==> src/rtl/clock_disp_pkg.sv <==
// Shared types and constants for the multiplexed HH:MM display scanner.
package clock_disp_pkg;

    typedef enum logic [1:0] {
        LOAD  = 2'd0,
        GAP   = 2'd1,
        DRIVE = 2'd2
    } disp_state_e;

    localparam logic [6:0] SEG_BLANK = 7'b1111111;
    localparam logic [6:0] SEG_DASH  = 7'b1111110;

    localparam logic [1:0] HR_T  = 2'd0;
    localparam logic [1:0] HR_U  = 2'd1;
    localparam logic [1:0] MIN_T = 2'd2;
    localparam logic [1:0] MIN_U = 2'd3;

    // True when the captured digits cannot form a valid 24-hour HH:MM time.
    function automatic logic time_invalid(input logic [2:0] ht, input logic [3:0] hu,
                                          input logic [2:0] mt, input logic [3:0] mu);
        return (ht > 3'd2) || (hu > 4'd9) || (mt > 3'd5) || (mu > 4'd9) ||
               ((ht == 3'd2) && (hu > 4'd3));
    endfunction

endpackage

==> src/rtl/bcd_to_seg7.sv <==
// Active-low BCD to 7-segment decoder {a,b,c,d,e,f,g}; values above 9 show a dash.
module bcd_to_seg7
    import clock_disp_pkg::*;
(
    input  logic [3:0] bcd,
    output logic [6:0] seg
);

    always_comb begin
        unique case (bcd)
            4'd0:    seg = 7'b0000001;
            4'd1:    seg = 7'b1001111;
            4'd2:    seg = 7'b0010010;
            4'd3:    seg = 7'b0000110;
            4'd4:    seg = 7'b1001100;
            4'd5:    seg = 7'b0100100;
            4'd6:    seg = 7'b0100000;
            4'd7:    seg = 7'b0001111;
            4'd8:    seg = 7'b0000000;
            4'd9:    seg = 7'b0000100;
            default: seg = SEG_DASH;
        endcase
    end

endmodule

==> src/rtl/clock_display_scan.sv <==
// Scans four snapshotted BCD time digits onto a common-anode 4-digit display
// with an inter-digit blank gap, a blinking colon and a sticky bad-digit flag.
module clock_display_scan
    import clock_disp_pkg::*;
#(
    parameter int REFRESH_DIV  = 4,
    parameter int BLINK_FRAMES = 2
) (
    input  logic       clk,
    input  logic       reset,
    input  logic [2:0] hr_tens,
    input  logic [3:0] hr_units,
    input  logic [2:0] min_tens,
    input  logic [3:0] min_units,
    input  logic       blank_lead,
    output logic [3:0] an,
    output logic [6:0] seg,
    output logic       dp,
    output logic       frame_done,
    output logic       err
);

    localparam int CNT_W   = $clog2(REFRESH_DIV);
    localparam int BLINK_W = (BLINK_FRAMES > 1) ? $clog2(BLINK_FRAMES) : 1;
    localparam logic [CNT_W-1:0]   CNT_LAST   = CNT_W'(REFRESH_DIV - 2);
    localparam logic [BLINK_W-1:0] BLINK_LAST = BLINK_W'(BLINK_FRAMES - 1);

    disp_state_e        state_q, state_d;
    logic [1:0]         idx_q, idx_d;
    logic [CNT_W-1:0]   cnt_q, cnt_d;
    logic [3:0]         shadow_q [4];
    logic               lead_blank_q;
    logic [BLINK_W-1:0] blink_cnt_q;
    logic               colon_on_q;
    logic               err_q;
    logic               capture;
    logic               frame_end;
    logic               blank_digit;
    logic [6:0]         seg_code;

    // NOTE: sequential state uses non-blocking assignments so every register
    // samples the pre-edge values of the others, independent of block order.
    always_ff @(posedge clk or negedge reset) begin
        if (!reset) begin
            state_q <= LOAD;
            idx_q   <= HR_T;
            cnt_q   <= '0;
        end else begin
            state_q <= state_d;
            idx_q   <= idx_d;
            cnt_q   <= cnt_d;
        end
    end

    // NOTE: every always_comb output gets a default first, so no path through
    // the case leaves a signal unassigned and infers a latch.
    always_comb begin
        state_d   = state_q;
        idx_d     = idx_q;
        cnt_d     = cnt_q;
        capture   = 1'b0;
        frame_end = 1'b0;
        unique case (state_q)
            LOAD: begin
                capture = 1'b1;
                idx_d   = HR_T;
                state_d = GAP;
            end
            GAP: begin
                cnt_d   = '0;
                state_d = DRIVE;
            end
            DRIVE: begin
                if (cnt_q == CNT_LAST) begin
                    state_d = GAP;
                    if (idx_q == MIN_U) begin
                        idx_d     = HR_T;
                        capture   = 1'b1;
                        frame_end = 1'b1;
                    end else begin
                        idx_d = idx_q + 2'd1;
                    end
                end else begin
                    cnt_d = cnt_q + 1'b1;
                end
            end
            default: state_d = LOAD;
        endcase
    end

    // NOTE: shadow is a small register array rather than a RAM, so it takes the
    // async reset like any other flop and the display never shows garbage.
    always_ff @(posedge clk or negedge reset) begin
        if (!reset) begin
            for (int i = 0; i < 4; i++) shadow_q[i] <= '0;
            lead_blank_q <= 1'b0;
            blink_cnt_q  <= '0;
            colon_on_q   <= 1'b1;
            err_q        <= 1'b0;
        end else begin
            if (capture) begin
                shadow_q[HR_T]  <= {1'b0, hr_tens};
                shadow_q[HR_U]  <= hr_units;
                shadow_q[MIN_T] <= {1'b0, min_tens};
                shadow_q[MIN_U] <= min_units;
                lead_blank_q    <= blank_lead;
                err_q           <= err_q | time_invalid(hr_tens, hr_units, min_tens, min_units);
            end
            if (frame_end) begin
                if (blink_cnt_q == BLINK_LAST) begin
                    blink_cnt_q <= '0;
                    colon_on_q  <= ~colon_on_q;
                end else begin
                    blink_cnt_q <= blink_cnt_q + 1'b1;
                end
            end
        end
    end

    bcd_to_seg7 u_dec (
        .bcd (shadow_q[idx_q]),
        .seg (seg_code)
    );

    // blank_lead is snapshotted with the digits so outputs stay purely registered.
    assign blank_digit = lead_blank_q && (idx_q == HR_T) && (shadow_q[HR_T] == 4'd0);

    always_comb begin
        an  = 4'b1111;
        seg = SEG_BLANK;
        dp  = 1'b1;
        if (state_q == DRIVE && !blank_digit) begin
            an  = ~(4'b1000 >> idx_q);
            seg = seg_code;
            dp  = ~((idx_q == HR_U) && colon_on_q);
        end
    end

    assign frame_done = (state_q == DRIVE) && (idx_q == MIN_U) && (cnt_q == CNT_LAST);
    assign err        = err_q;

endmodule
==> config.mk <==
export PLATFORM = sky130hd
export DESIGN_NAME = clock_display_scan
export DESIGN_NICKNAME = d
export VERILOG_FILES = /design/src/rtl/clock_disp_pkg.sv /design/src/rtl/bcd_to_seg7.sv /design/src/rtl/clock_display_scan.sv
export SDC_FILE = /design/constraint.sdc
export NUM_CORES = 1
export LEC_CHECK = 0
export ABC_AREA = 1
export BUFFER_PORTS_ARGS = -buffer_cell sky130_fd_sc_hd__buf_2
export CORE_MARGIN = 3
export CORE_UTILIZATION = 55
export CTS_BUF_LIST = sky130_fd_sc_hd__clkbuf_8
export CTS_CLUSTER_DIAMETER = 200
export DETAILED_ROUTE_END_ITERATION = 12
export GPL_TIMING_DRIVEN = 0
export PLACE_DENSITY_LB_ADDON = 0.05
export SLEW_MARGIN = 20
export SYNTH_ARGS = -nofsm -noshare
export SYNTH_HDL_FRONTEND = slang
export SYNTH_SLANG_ARGS = --single-unit
==> constraint.sdc <==
create_clock -name clk -period 3.1 [get_ports clk]
set_input_delay 0.31 -clock clk [delete_from_list [all_inputs] [get_ports clk]]
set_output_delay 0.31 -clock clk [all_outputs]
set_load 0.01 [all_outputs]
# Word-level counts from Yosys, hierarchy flattened
# Memory sizes are Yosys's and may differ from the RTL's.
# Cells that the tools add are included.
# totals
register_bits	24
mem_bits_ro	112
output_inout_bits	14
word_cells	73
memories	1
# mem_list
memory	depth	word_bits	rd	rd_ports_with_merged_regs	wr	line	rtl
(name not given)	16	7	1	0	0	bcd_to_seg7.sv:10	unique case (bcd)
# op_classes
addsub	3
n_lt_le_gt_ge	6
n_eq_ne	8
shifts	1
n_mux	18
bitwise	5
reduce_logical	20
# ops
cell	count
two-way mux 4 bit	3
binary-select mux 4 bit (select 2 bit)	1
greater-than comparator 4 bit (second input constant)	2
two-way mux 2 bit	4
case mux 2 bit (2 select lines)	2
logical AND 1 bit	7
two-way mux 7 bit	1
equality test 2 bit (second input constant)	3
case mux 2 bit (3 select lines)	1
AND reduction 2 bit	3
two-way mux 1 bit	5
adder 2 x 1 -> 2 bit (second input constant)	2
equality test 2 x 1 -> 1 bit (second input constant)	2
greater-than comparator 4 x 2 -> 1 bit (second input constant)	1
logical NOT 2 bit	2
logical NOT 4 bit	1
logical OR 1 bit	4
!= test 2 bit (second input constant)	2
NOT 4 bit	1
nonzero test 2 bit	2
right shift 4 x 2 -> 4 bit (first input constant)	1
equality test 3 x 2 -> 1 bit (second input constant)	1
greater-or-equal comparator 3 bit (second input constant)	1
greater-than comparator 3 x 2 -> 1 bit (second input constant)	1
other kinds (7)	8

# Depth between registers and ports, before layout
# Gate-level depths: netlist of run 1.
# depth
ltp_word	6
depth_mapped	11
ltp_nobuf	10

# Modules after synthesis
# Synthesis of run 1 repeated with hierarchy kept, for this count alone.
# unflattened
cells_unflattened	189
area_unflattened_um2	1446.4
# modules_own_cells
mod	instances	cells_each	area_per_inst_um2
clock_display_scan	1	154	1260.0
bcd_to_seg7	1	35	186.4

# Least setup slack after synthesis of run 1
# No wires, ideal clock.
# synth_timing
path_type	register -> output
start	register idx_q[0]
end	output port seg[3]
t_arrival_ns	1.427
required_time_ns	2.790
path_slack_ns	1.363
stages_incl_launch_ff	10
path_buffers	1
path_cell_list	dfrtp_1 -> buf_6 -> inv_4 -> nand2_1 -> nand3_1 -> nand2_1 -> ha_1 -> nand3_1 -> nand3_1 -> nand3_1
# synth_via
elab_chain_len	6
elab_cells_between_ends	11
classes_between	mux: 4; bitwise: 1; reduce/logical: 5; memory: 1
# synth_lines
element	line	rtl
from (decl)	clock_display_scan.sv:29	logic [1:0] idx_q, idx_d;
from (signal assigned)	clock_display_scan.sv:50	idx_q <= idx_d;
NOT 2 -> 3 bit (implied by the code) or logical NOT 2 bit (tied branches)	clock_display_scan.sv:121, clock_display_scan.sv:126	
binary-select mux 4 bit (select 2 bit) or logical AND 1 bit (tied branches)	clock_display_scan.sv:121, clock_display_scan.sv:126	
two-way mux 4 bit (implied by the code) or logical AND 1 bit (tied branches)	clock_display_scan.sv:121, clock_display_scan.sv:126	
two-way mux 4 bit (implied by the code) or logical NOT 1 bit (tied branches)	clock_display_scan.sv:121, clock_display_scan.sv:132	
memory (16 x 7 bit) or logical AND 1 bit (tied branches)	--	
two-way mux 7 bit (*)	clock_display_scan.sv:132	if (state_q == DRIVE && !blank_digit) begin
to (decl)	clock_display_scan.sv:17	output logic [6:0] seg,
# Every way passes the cells marked *; elsewhere a longest branch is shown, timed or not. The select of a mux whose other input is x is not followed.

# Final worst setup path of run 1
# layout_timing
start	register idx_q[1]
end	output port seg[1]
# Same word-level chain as after synthesis.

==> results of run 1 <==
## flip-flops by register name, indices dropped and copies added (netlist names)
register,flops
colon_on_q,1
blink_cnt_q,1
err,1
lead_blank_q,1
state_q,2
shadow_q,14
idx_q,2
cnt_q,2
## where the power goes
part | leakage (nW) | internal, mW | switching, mW
registers | 0.278 | 0.323 | 0.00706
logic | 0.585 | 0.0222 | 0.0323
clock network | 0.0288 | 0.113 | 0.0997
total | 0.891 | 0.458 | 0.139
## kinds of logic (layout without fill, tap and decap cells)
family	after synthesis	count (layout)	synth area share (%)
AO/OA/AOI/OAI	20	20	8.65
AND/OR/NAND/NOR	99	99	30.3
adder cells (fa/ha/maj)	11	11	9.52
flip-flops	24	24	41.6
buffers and inverters	30	64	8.74
XOR/XNOR	2	2	1.21
## metal layers
metal	vias to the layer above	part of all wire [%]
met4	0	1.2
met5	-	0
met2	38	48
met3	5	5.7
met1	558	45
li1	649	-
## final timing paths
kind	cells after the start	to	slack, ps	start
setup / recovery	10	seg[1]	770	idx_q[1]
hold / removal	1	cnt_q[0]	5	reset
setup reg to reg	7	shadow_q[2]	1620	idx_q[1]
hold reg to reg	1	blink_cnt_q	470	blink_cnt_q
max in group asynchronous	1	colon_on_q	2740	reset
min in group clk	3	shadow_q[8]	230	hr_units[0]
## cell type report
type / count / area, sq um
Buffer: 4 / 26.3
Clock buffer: 4 / 55.1
Fill cell: 199 / 674
Inverter: 26 / 100
Multi-Input combinational cell: 132 / 718
Sequential cell: 24 / 602
Tap cell: 28 / 35.0
Timing Repair Buffer: 30 / 150
## synthesized netlist by cell type (3+ instances only)
| library cell | number |
|---|---|
| a21oi_1 | 3 |
| buf_2 | 3 |
| dfrtp_1 | 23 |
| ha_1 | 11 |
| inv_1 | 22 |
| inv_2 | 3 |
| nand2_1 | 64 |
| nand2_2 | 3 |
| nand3_1 | 23 |
| nor2_1 | 5 |
| o21ai_0 | 5 |
| o21ai_1 | 6 |
==> impl_metrics.csv, run 1 <==
group,metric,value,unit
clock_tree,cts_root_buf,"clkbuf_8",
worst_setup_path,worst_setup_path_start_kind,"register",
power_and_ir_drop,powerDensity,354,mW/mm^2
detailed_routing,ant_nets,0,
final_layout,antennaDiodeCount,0,
sta,final_max_slew_viol_count,0,
global_route,grt-busiest-layer,"met2",
die,initial_core_util,61.3,%
worst_setup_path,cpPeakStageDelay,490,ps
clock_tree,cts_max_path_buffers,2,
clock_tree,cts_tree,"done",
worst_setup_path,crit_fanout,7,
synth,yosysWarnings,0,
status,status,"finished, final reports clean",
placement,numPlacedInstances,244,
sta,slew_headroom,65.1,%
synth,synth_top_area_cell,"dfrtp_1",
final_layout,final_nets,249,
global_route,grt_use_met1,24.3,%
synth,async_reset_ff_share,100,%
final_layout,layout_common_cells,"64 x nand2_1, 33 x buf_2, 23 x nand3_1, 23 x dfrtp_1, 22 x inv_1",
sta,rsz0062_at_grt,"false",
placement,port_buffers,30,
clock_tree,cts-resized-gates,0,
clock_tree,h-tree-depth,1,
detailed_routing,dr.pass1.iters,4,
detailed_routing,num_vias,1250,
worst_setup_path,crit_slowest_cell,"dfrtp_1",
final_layout,final_common_cell,"nand2_1",
synth,synth_top_area_share,39.8,%
power_and_ir_drop,ir_drop,0.263,mV
global_route,use_met2,35.9,%
die,placementRows,17,
power_and_ir_drop,power,598,uW
detailed_routing,drt-wirelength-per-cell,12.0,um
clock_tree,clkSinkCount,24,
placement,placed_area,0.00163,sq mm
detailed_routing,viasPerCell,5.04,
detailed_routing,drt_iter0_markers,43,
global_route,grt_pass1_wl,5220,um
sta,setup_violations,0,
die,die-area,0.00328,sq mm
clock_tree,clk_pin_slew,80,ps
clock_tree,cts_made_buffers,3,
synth,syn_inst,186,
flow_run,drv_cap,0,
synth,ys_seq_area_share,41.6,%
detailed_routing,drcViolationCount,0,
die,io_pins,31,
power_and_ir_drop,power.leakage,0.891,nW
clock_tree,cts_hold_buf,0,
sta,max_freq,430,MHz
sta,fin_crit_sh,75.0,%
die,fp.dieH,57.3,um
synth,synth_area_leaders,"dfrtp_1 40%, nand2_1 17%, ha_1 9.5%",
synth,synth_seq_cells,24,
synth,syn_area,0.00145,sq mm
global_route,use_met3,3.62,%
clock_tree,post_cts_buffers,0,
worst_setup_path,cp_top_family,"simple AND/OR/NAND/NOR gates",
global_route,grt_pass1_vias,1222,
worst_setup_path,path_cells,"inv_2 > nand3_1 > nand2_1 > inv_1 > ha_1 > inv_1 > nand3_1 > nand3_1 > nand3_1 > buf_2",
synth,synth_edf_count,0,
worst_setup_path,path_buf_inv,4,
worst_setup_path,end_kind,"output pin",
detailed_routing,wirelength,2970,um
sta,hold_violations,0,
synth,ys.flop_type,"dfrtp_1",
global_route,overflow,0,
global_route,antenna_found_initial,0,
final_layout,area_growth,16.6,%
sta,min_period,2330,ps
sta,hold_ws,4.97,ps
die,core-area,0.00236,sq mm
sta,fin_ws,775,ps
worst_hold_path,hold_path.class,"in -> async",
die,die_w,57.3,um
worst_setup_path,worst-setup-path-type,"reg -> out",
synth,avgSynthCellArea,7.78,sq um
sta,worst_pin_slew,524,ps
final_layout,drive_above_1_share,24.1,%
final_layout,finalNonFillerCells,248,
global_route,grt.total_usage,20.0,%
placement,routabilityCongestion,0.796,
placement,hpwl,2320,um
clock_tree,clk_latency,270,ps
global_route,grt_max_degree,25,
synth,synth_cell_type_count,27,
worst_setup_path,worstPathRequired,2790,ps
sta,tns,0,ps
final_layout,fin_area,0.00169,sq mm
synth,syn_nets,214,
placement,place_ws,1070,ps
sta,finalClockSkew,4.01,ps
final_layout,final_core_utilization,71.4,%
worst_setup_path,crit_arrival,2020,ps
worst_setup_path,crit_top_cell,"nand3_1",
(Power assumes the default switching activity.)
==> run 2: changes to the inputs <==
- ABC_AREA: 1 -> 0
- clock period: 3.1 -> 2.2 ns (I/O delays scaled with it)
==> run 2 against run 1 <==
The run now ends with negative setup slack left. Global-route usage rose by 1.2 points. Die area rose by 1.6%. Critical path depth fell by 3. Clock power rose by 21%. Register-to-register slack got worse by 1400 ps. Combinational power rose by 82%. First-iteration DRC count rose by 4.7%. Flip-flop and latch count did not move. Count of clock-buffer cells in the layout fell by 1. Final area rose by 12%. Core utilization rose by 3.3 points. Sequential power rose by 42%.
==> impl_metrics.csv, run 2 <==
group,metric,value,unit
die,die-area,0.00333,sq mm
status,status,"finished with violations",
placement,hpwl,2220,um
final_layout,largest_reg_flops,14,
sta,max_freq,440,MHz
synth,syn_area,0.00147,sq mm
synth,ys_seq_area_share,40.9,%
final_layout,fill_cells,188,
clock_tree,cts_tree,"done",
status,violations,"negative setup slack",
placement,numPlacedInstances,194,
final_layout,antennaDiodeCount,0,
global_route,antenna_found_initial,0,
final_layout,drive_above_1_share,47.5,%
synth,synth_area_leaders,"dfrtp_1 39%, mux2_2 12%, ha_1 9.3%",
synth,yosysWarnings,0,
sta,final_max_slew_viol_count,0,
sta,min_period,2270,ps
synth,avgSynthCellArea,11.0,sq um
synth,ys.flop_type,"dfrtp_1",
clock_tree,cts_made_buffers,3,
synth,synth_top_area_cell,"dfrtp_1",
sta,rsz0062_at_grt,"true",
placement,port_buffers,30,
synth,synth_edf_count,0,
synth,synth_common_cells,"23 x dfrtp_1, 16 x mux2_2, 12 x nand2_1, 11 x ha_1, 11 x nor2_1",
detailed_routing,drcViolationCount,0,
worst_hold_path,hold_path.class,"in -> reg",
synth,synth_cell_type_count,33,
final_layout,top_register,"shadow_q",
power_and_ir_drop,combPwrFrac,12.0,%
final_layout,final_common_cell,"buf_2",
synth,synth.most_common_cell,"dfrtp_1",
synth,synth_top_area_share,39.1,%
clock_tree,clk_pin_slew,80,ps
sta,setup_violations,5,
placement,place_ws,-18.9,ps
flow_run,drv_cap,0,
final_layout,area_growth,28.0,%
power_and_ir_drop,powerDensity,438,mW/mm^2
die,placementRows,18,
sta,hold_violations,0,
power_and_ir_drop,clockPowerShare,31.3,%
detailed_routing,ant_nets,0,
worst_setup_path,end_kind,"output pin",
global_route,grt.total_usage,21.2,%
worst_setup_path,worst-setup-path-type,"reg -> out",
placement,routabilityCongestion,0.865,
clock_tree,cts_root_buf,"clkbuf_8",
placement,placed_area,0.00166,sq mm
synth,async_reset_ff_share,100,%
worst_setup_path,worst_setup_path_start_kind,"register",
detailed_routing,drt-wirelength-per-cell,15.3,um
detailed_routing,drt_iter0_markers,45,
global_route,grt_pass1_vias,1160,
detailed_routing,dr.pass1.iters,4,
final_layout,finalNonFillerCells,211,
power_and_ir_drop,sw_frac_of_total,23.5,%
synth,syn_nets,162,
synth,synth_seq_cells,24,
worst_setup_path,crit_arrival,2050,ps
power_and_ir_drop,switchingPower,194,uW
sta,worst_pin_slew,539,ps
sta,finalClockSkew,5.84,ps
synth,syn_inst,134,
final_layout,layout_common_cells,"30 x buf_2, 23 x dfrtp_1, 16 x mux2_2",
power_and_ir_drop,p_seq_share,56.7,%
final_layout,seq_area,602,sq um
sta,slew_headroom,64.1,%
die,io_pins,31,
sta,fin_crit_sh,103,%
power_and_ir_drop,power,825,uW
clock_tree,h-tree-depth,1,
final_layout,multi_input_area,855,sq um
global_route,grt_max_degree,25,
detailed_routing,num_vias,1173,
detailed_routing,wirelength,3220,um
power_and_ir_drop,p_int,631,uW
die,core-area,0.00252,sq mm
worst_setup_path,crit_fanout,8,
clock_tree,clk_latency,270,ps
clock_tree,clkSinkCount,24,
power_and_ir_drop,power.leakage,0.788,nW
global_route,overflow,0,
die,die_w,57.7,um
sta,fin_ws,-74.8,ps
power_and_ir_drop,ir_drop,0.468,mV
final_layout,fin_area,0.00188,sq mm
die,fp.dieH,57.7,um
global_route,grt_pass1_wl,5380,um
die,initial_core_util,58.4,%
detailed_routing,viasPerCell,5.56,
clock_tree,cts_max_path_buffers,2,
final_layout,final_nets,210,
sta,tns,-236,ps
worst_setup_path,worstPathRequired,1980,ps
[run 2: cell types whose count changed in the layout (fill, tap and decap cells not counted), moves of 4 or more]
cell	change
buf_4	+9
nand2_1	-52
nand3_1	-21
buf_6	+6
ha_4	+4
mux2_2	+16
ha_1	-6
nor2_1	+6
inv_1	-16
[run 2: worst max-delay path: stages, from the launching register on]
cell,delay [ps]
dfrtp_1,370
buf_6,140
mux4_2,580
buf_6,160
ha_4,140
and4b_4,180
a21oi_2,90
buf_2,130
[run 2: what timing repair did]
action | 4_1_cts | 5_1_grt
hold buffers | 1 | 0
gates resized for setup | 14 | 12
setup buffers | 10 | 2
hold endpoints to repair | 23 | 0
setup endpoints to repair | 7 | 8
pin swaps | 2 | 2
[run 2: final cells by class]
cell class | instances | share of cell area [%]
Multi-Input combinational cell | 97 | 45.4
Sequential cell | 24 | 31.9
Timing Repair Buffer | 43 | 14.1
Buffer | 5 | 2.39
Clock buffer | 3 | 2.19
Tap cell | 30 | 1.99
Inverter | 8 | 1.86
Clock inverter | 1 | 0.199
[run 2: metal layers]
layer,routed length (um),vias up,part of all wire (%),track usage [%]
met5,0,-,0,0
met4,38,0,1.2,7.95
met1,1400,569,43,26.6
li1,-,563,-,-
met3,176,5,5.5,4.01
met2,1610,36,50,36.5
[run 2: path summary, 6_finish.rpt]
check                             startpoint           end  depth (start not counted)  slack [ps]
worst max-delay path                idx_q[0]        seg[2]                          7         -70
worst min-delay path            min_units[0]   shadow_q[0]                          2         180
worst max register to register      idx_q[1]   shadow_q[8]                          7         230
worst min register to register   blink_cnt_q   blink_cnt_q                          1         480
max in group asynchronous              reset    colon_on_q                          2        1370
min in group asynchronous              reset  shadow_q[13]                          2         460
[run 2: power groups by stage]
| stage | combinational (mW) | clock, mW | sequential [mW] |
|---|---|---|---|
| CTS | 0.0910 | 0.268 | 0.467 |
| finish | 0.0994 | 0.258 | 0.467 |
| global route | 0.109 | 0.283 | 0.469 |
| detailed placement | 0.0760 | 0 | 0.475 |
| floorplan | 0.0428 | 0 | 0.471 |
| global placement | 0.0720 | 0 | 0.474 |
[run 2: cell families after synthesis]
logic type / count (synthesis) / share of synthesized area (%)
compound gates: 28 / 13.4
xor+xnor: 2 / 1.19
fa+ha+maj: 11 / 9.35
buf+inv: 13 / 4.84
flops: 24 / 40.9
mux: 22 / 19.4
simple gates: 34 / 11.0
[run 2: stage by stage]
stage | util, % | hold slack (ps)
final | 74.7 | 182
after global routing | 74.7 | 190
after CTS | 72.4 | 181
after detailed placement | 65.8 | 232
after global placement | 65.8 | 228
after floorplan | - | -75.6
==> run 3: changes to the inputs <==
- RECOVER_POWER: default -> 25
- SLEW_MARGIN: 20 -> 15
==> run 3 against run 2 <==
The flow still finishes with violations (negative setup slack). Clock skew barely moved. Highest routed layer unchanged. Combinational power about the same. Maximum frequency hardly changed. Non-clock buffer count stayed put. Die area unchanged. First-iteration DRC count unchanged. Sequential share of layout area about the same. Worst setup slack about the same. Register-to-register slack about the same. Via count unchanged. Global-route usage did not move.
==> impl_metrics.csv, run 3 (synthesis gave the netlist of run 2 again) <==
group,metric,value,unit
sta,finalClockSkew,5.84,ps
detailed_routing,drcViolationCount,0,
detailed_routing,num_vias,1173,
clock_tree,clk_latency,270,ps
sta,slew_headroom,14.0,%
global_route,grt_pass1_wl,5380,um
status,violations,"negative setup slack",
worst_hold_path,hold_start,"min_units[0]",
clock_tree,clkSinkCount,24,
final_layout,final_nets,210,
worst_setup_path,r2r_start,"idx_q[1]",
sta,hold_violations,0,
power_and_ir_drop,powerDensity,438,mW/mm^2
final_layout,area_growth,27.9,%
die,core-area,0.00252,sq mm
worst_hold_path,hold_path.class,"in -> reg",
die,fp.dieH,57.7,um
global_route,grt_pass1_vias,1160,
die,io_pins,31,
final_layout,final_common_cell,"buf_2",
die,die-area,0.00333,sq mm
worst_setup_path,end_kind,"output pin",
sta,fin_crit_sh,103,%
sta,setup_violations,5,
global_route,grt.total_usage,21.2,%
sta,final_max_slew_viol_count,0,
final_layout,fill_cells,189,
worst_setup_path,crit_arrival,2050,ps
worst_setup_path,worstPathRequired,1980,ps
final_layout,fin_area,0.00188,sq mm
worst_hold_path,holdPathEnd,"shadow_q[0]",
final_layout,antennaDiodeCount,0,
die,initial_core_util,58.4,%
status,status,"finished with violations",
placement,port_buffers,30,
die,die_w,57.7,um
placement,routabilityCongestion,0.865,
power_and_ir_drop,power,824,uW
sta,worst_pin_slew,1290,ps
clock_tree,clk_pin_slew,80,ps
global_route,antenna_found_initial,0,
final_layout,top_register,"shadow_q",
worst_setup_path,r2r-end,"shadow_q[8]",
placement,hpwl,2220,um
power_and_ir_drop,power.leakage,0.785,nW
worst_setup_path,setup.worst_path.start,"idx_q[0]",
placement,placed_area,0.00166,sq mm
sta,rsz0062_at_grt,"true",
final_layout,largest_reg_flops,14,
worst_setup_path,worst-setup-path-type,"reg -> out",
clock_tree,h-tree-depth,1,
detailed_routing,viasPerCell,5.56,
power_and_ir_drop,ir_drop,0.467,mV
flow_run,drv_cap,0,
global_route,overflow,0,
sta,min_period,2270,ps
sta,tns,-237,ps
global_route,grt_max_degree,25,
detailed_routing,dr.pass1.iters,4,
worst_setup_path,ff2ff_setup_slack,230,ps
clock_tree,cts_max_path_buffers,2,
detailed_routing,drt_iter0_markers,45,
clock_tree,cts_tree,"done",
worst_setup_path,crit_fanout,8,
clock_tree,cts_root_buf,"clkbuf_8",
worst_setup_path,r2r_cells,7,
final_layout,layout_common_cells,"29 x buf_2, 23 x dfrtp_1, 16 x mux2_2",
detailed_routing,drt-wirelength-per-cell,15.3,um
sta,max_freq,440,MHz
detailed_routing,ant_nets,0,
worst_hold_path,hold_depth,2,
die,placementRows,18,
worst_setup_path,worst_setup_path_start_kind,"register",
final_layout,drive_above_1_share,47.0,%
sta,fin_ws,-74.8,ps
clock_tree,cts_made_buffers,3,
detailed_routing,wirelength,3220,um
run 3: stage by stage:
step	hold slack, ps	util [%]	instances	setup slack (ps)
2_1_floorplan	-75.6	-	134	117
3_3_place_gp	228	65.8	194	46.5
3_5_place_dp	232	65.8	194	-18.9
4_1_cts	181	72.4	209	-65.8
5_1_grt	190	74.7	211	-153
6_report	182	74.7	211	-74.8
run 3: how the worst max path moves through the flow:
stage / slack [ps] / cells after the start / endpoint
2_1_floorplan: 120 / 7 / seg[3]
3_3_place_gp: 50 / 8 / seg[3]
3_5_place_dp: -20 / 8 / seg[3]
4_1_cts: -70 / 7 / seg[0]
5_1_grt: -150 / 7 / seg[2]
6_report: -70 / 7 / seg[2]
run 3: metal layers:
layer / vias to the layer above / share of wire, % / wire length, um / GRT usage, %
met4: 0 / 1.2 / 38 / 7.95
met5: - / 0 / 0 / 0
met2: 36 / 50 / 1610 / 36.5
met1: 569 / 43 / 1400 / 26.6
li1: 563 / - / - / -
met3: 5 / 5.5 / 176 / 4.01
run 3: area by class of cell:
class | count | area, sq um | share of cell area (%)
multi-input cells | 97 | 855 | 45.4
clock buffers | 3 | 41.3 | 2.19
repair buffers | 43 | 264 | 14.0
flip-flops and latches | 24 | 602 | 32.0
inverters | 8 | 35.0 | 1.86
clock inverters | 1 | 3.75 | 0.199
well taps | 30 | 37.5 | 1.99
plain buffers | 5 | 45.0 | 2.39
run 3: where the power goes:
part           internal [mW]  switching [mW]  total [mW]  leakage (nW)
Clock                  0.125           0.133       0.258        0.0269
Combinational         0.0509          0.0482      0.0991         0.480
Sequential             0.455          0.0124       0.467         0.278
Total                  0.631           0.194       0.824         0.785
run 3: what timing repair did:
action                                  in CTS  in global routing
endpoints found under the setup margin       7                  8
hold buffers                                 1                  0
buffers inserted                            10                  2
gates resized for setup                     14                 12
endpoints found under the hold margin       23                  0
pin swaps                                    2                  2
run 3: worst max-delay path: stages, from the launching register on:
cell     delay [ps]
dfrtp_1         370
buf_6           140
mux4_2          580
buf_6           160
ha_4            140
and4b_4         180
a21oi_2          90
buf_2           130
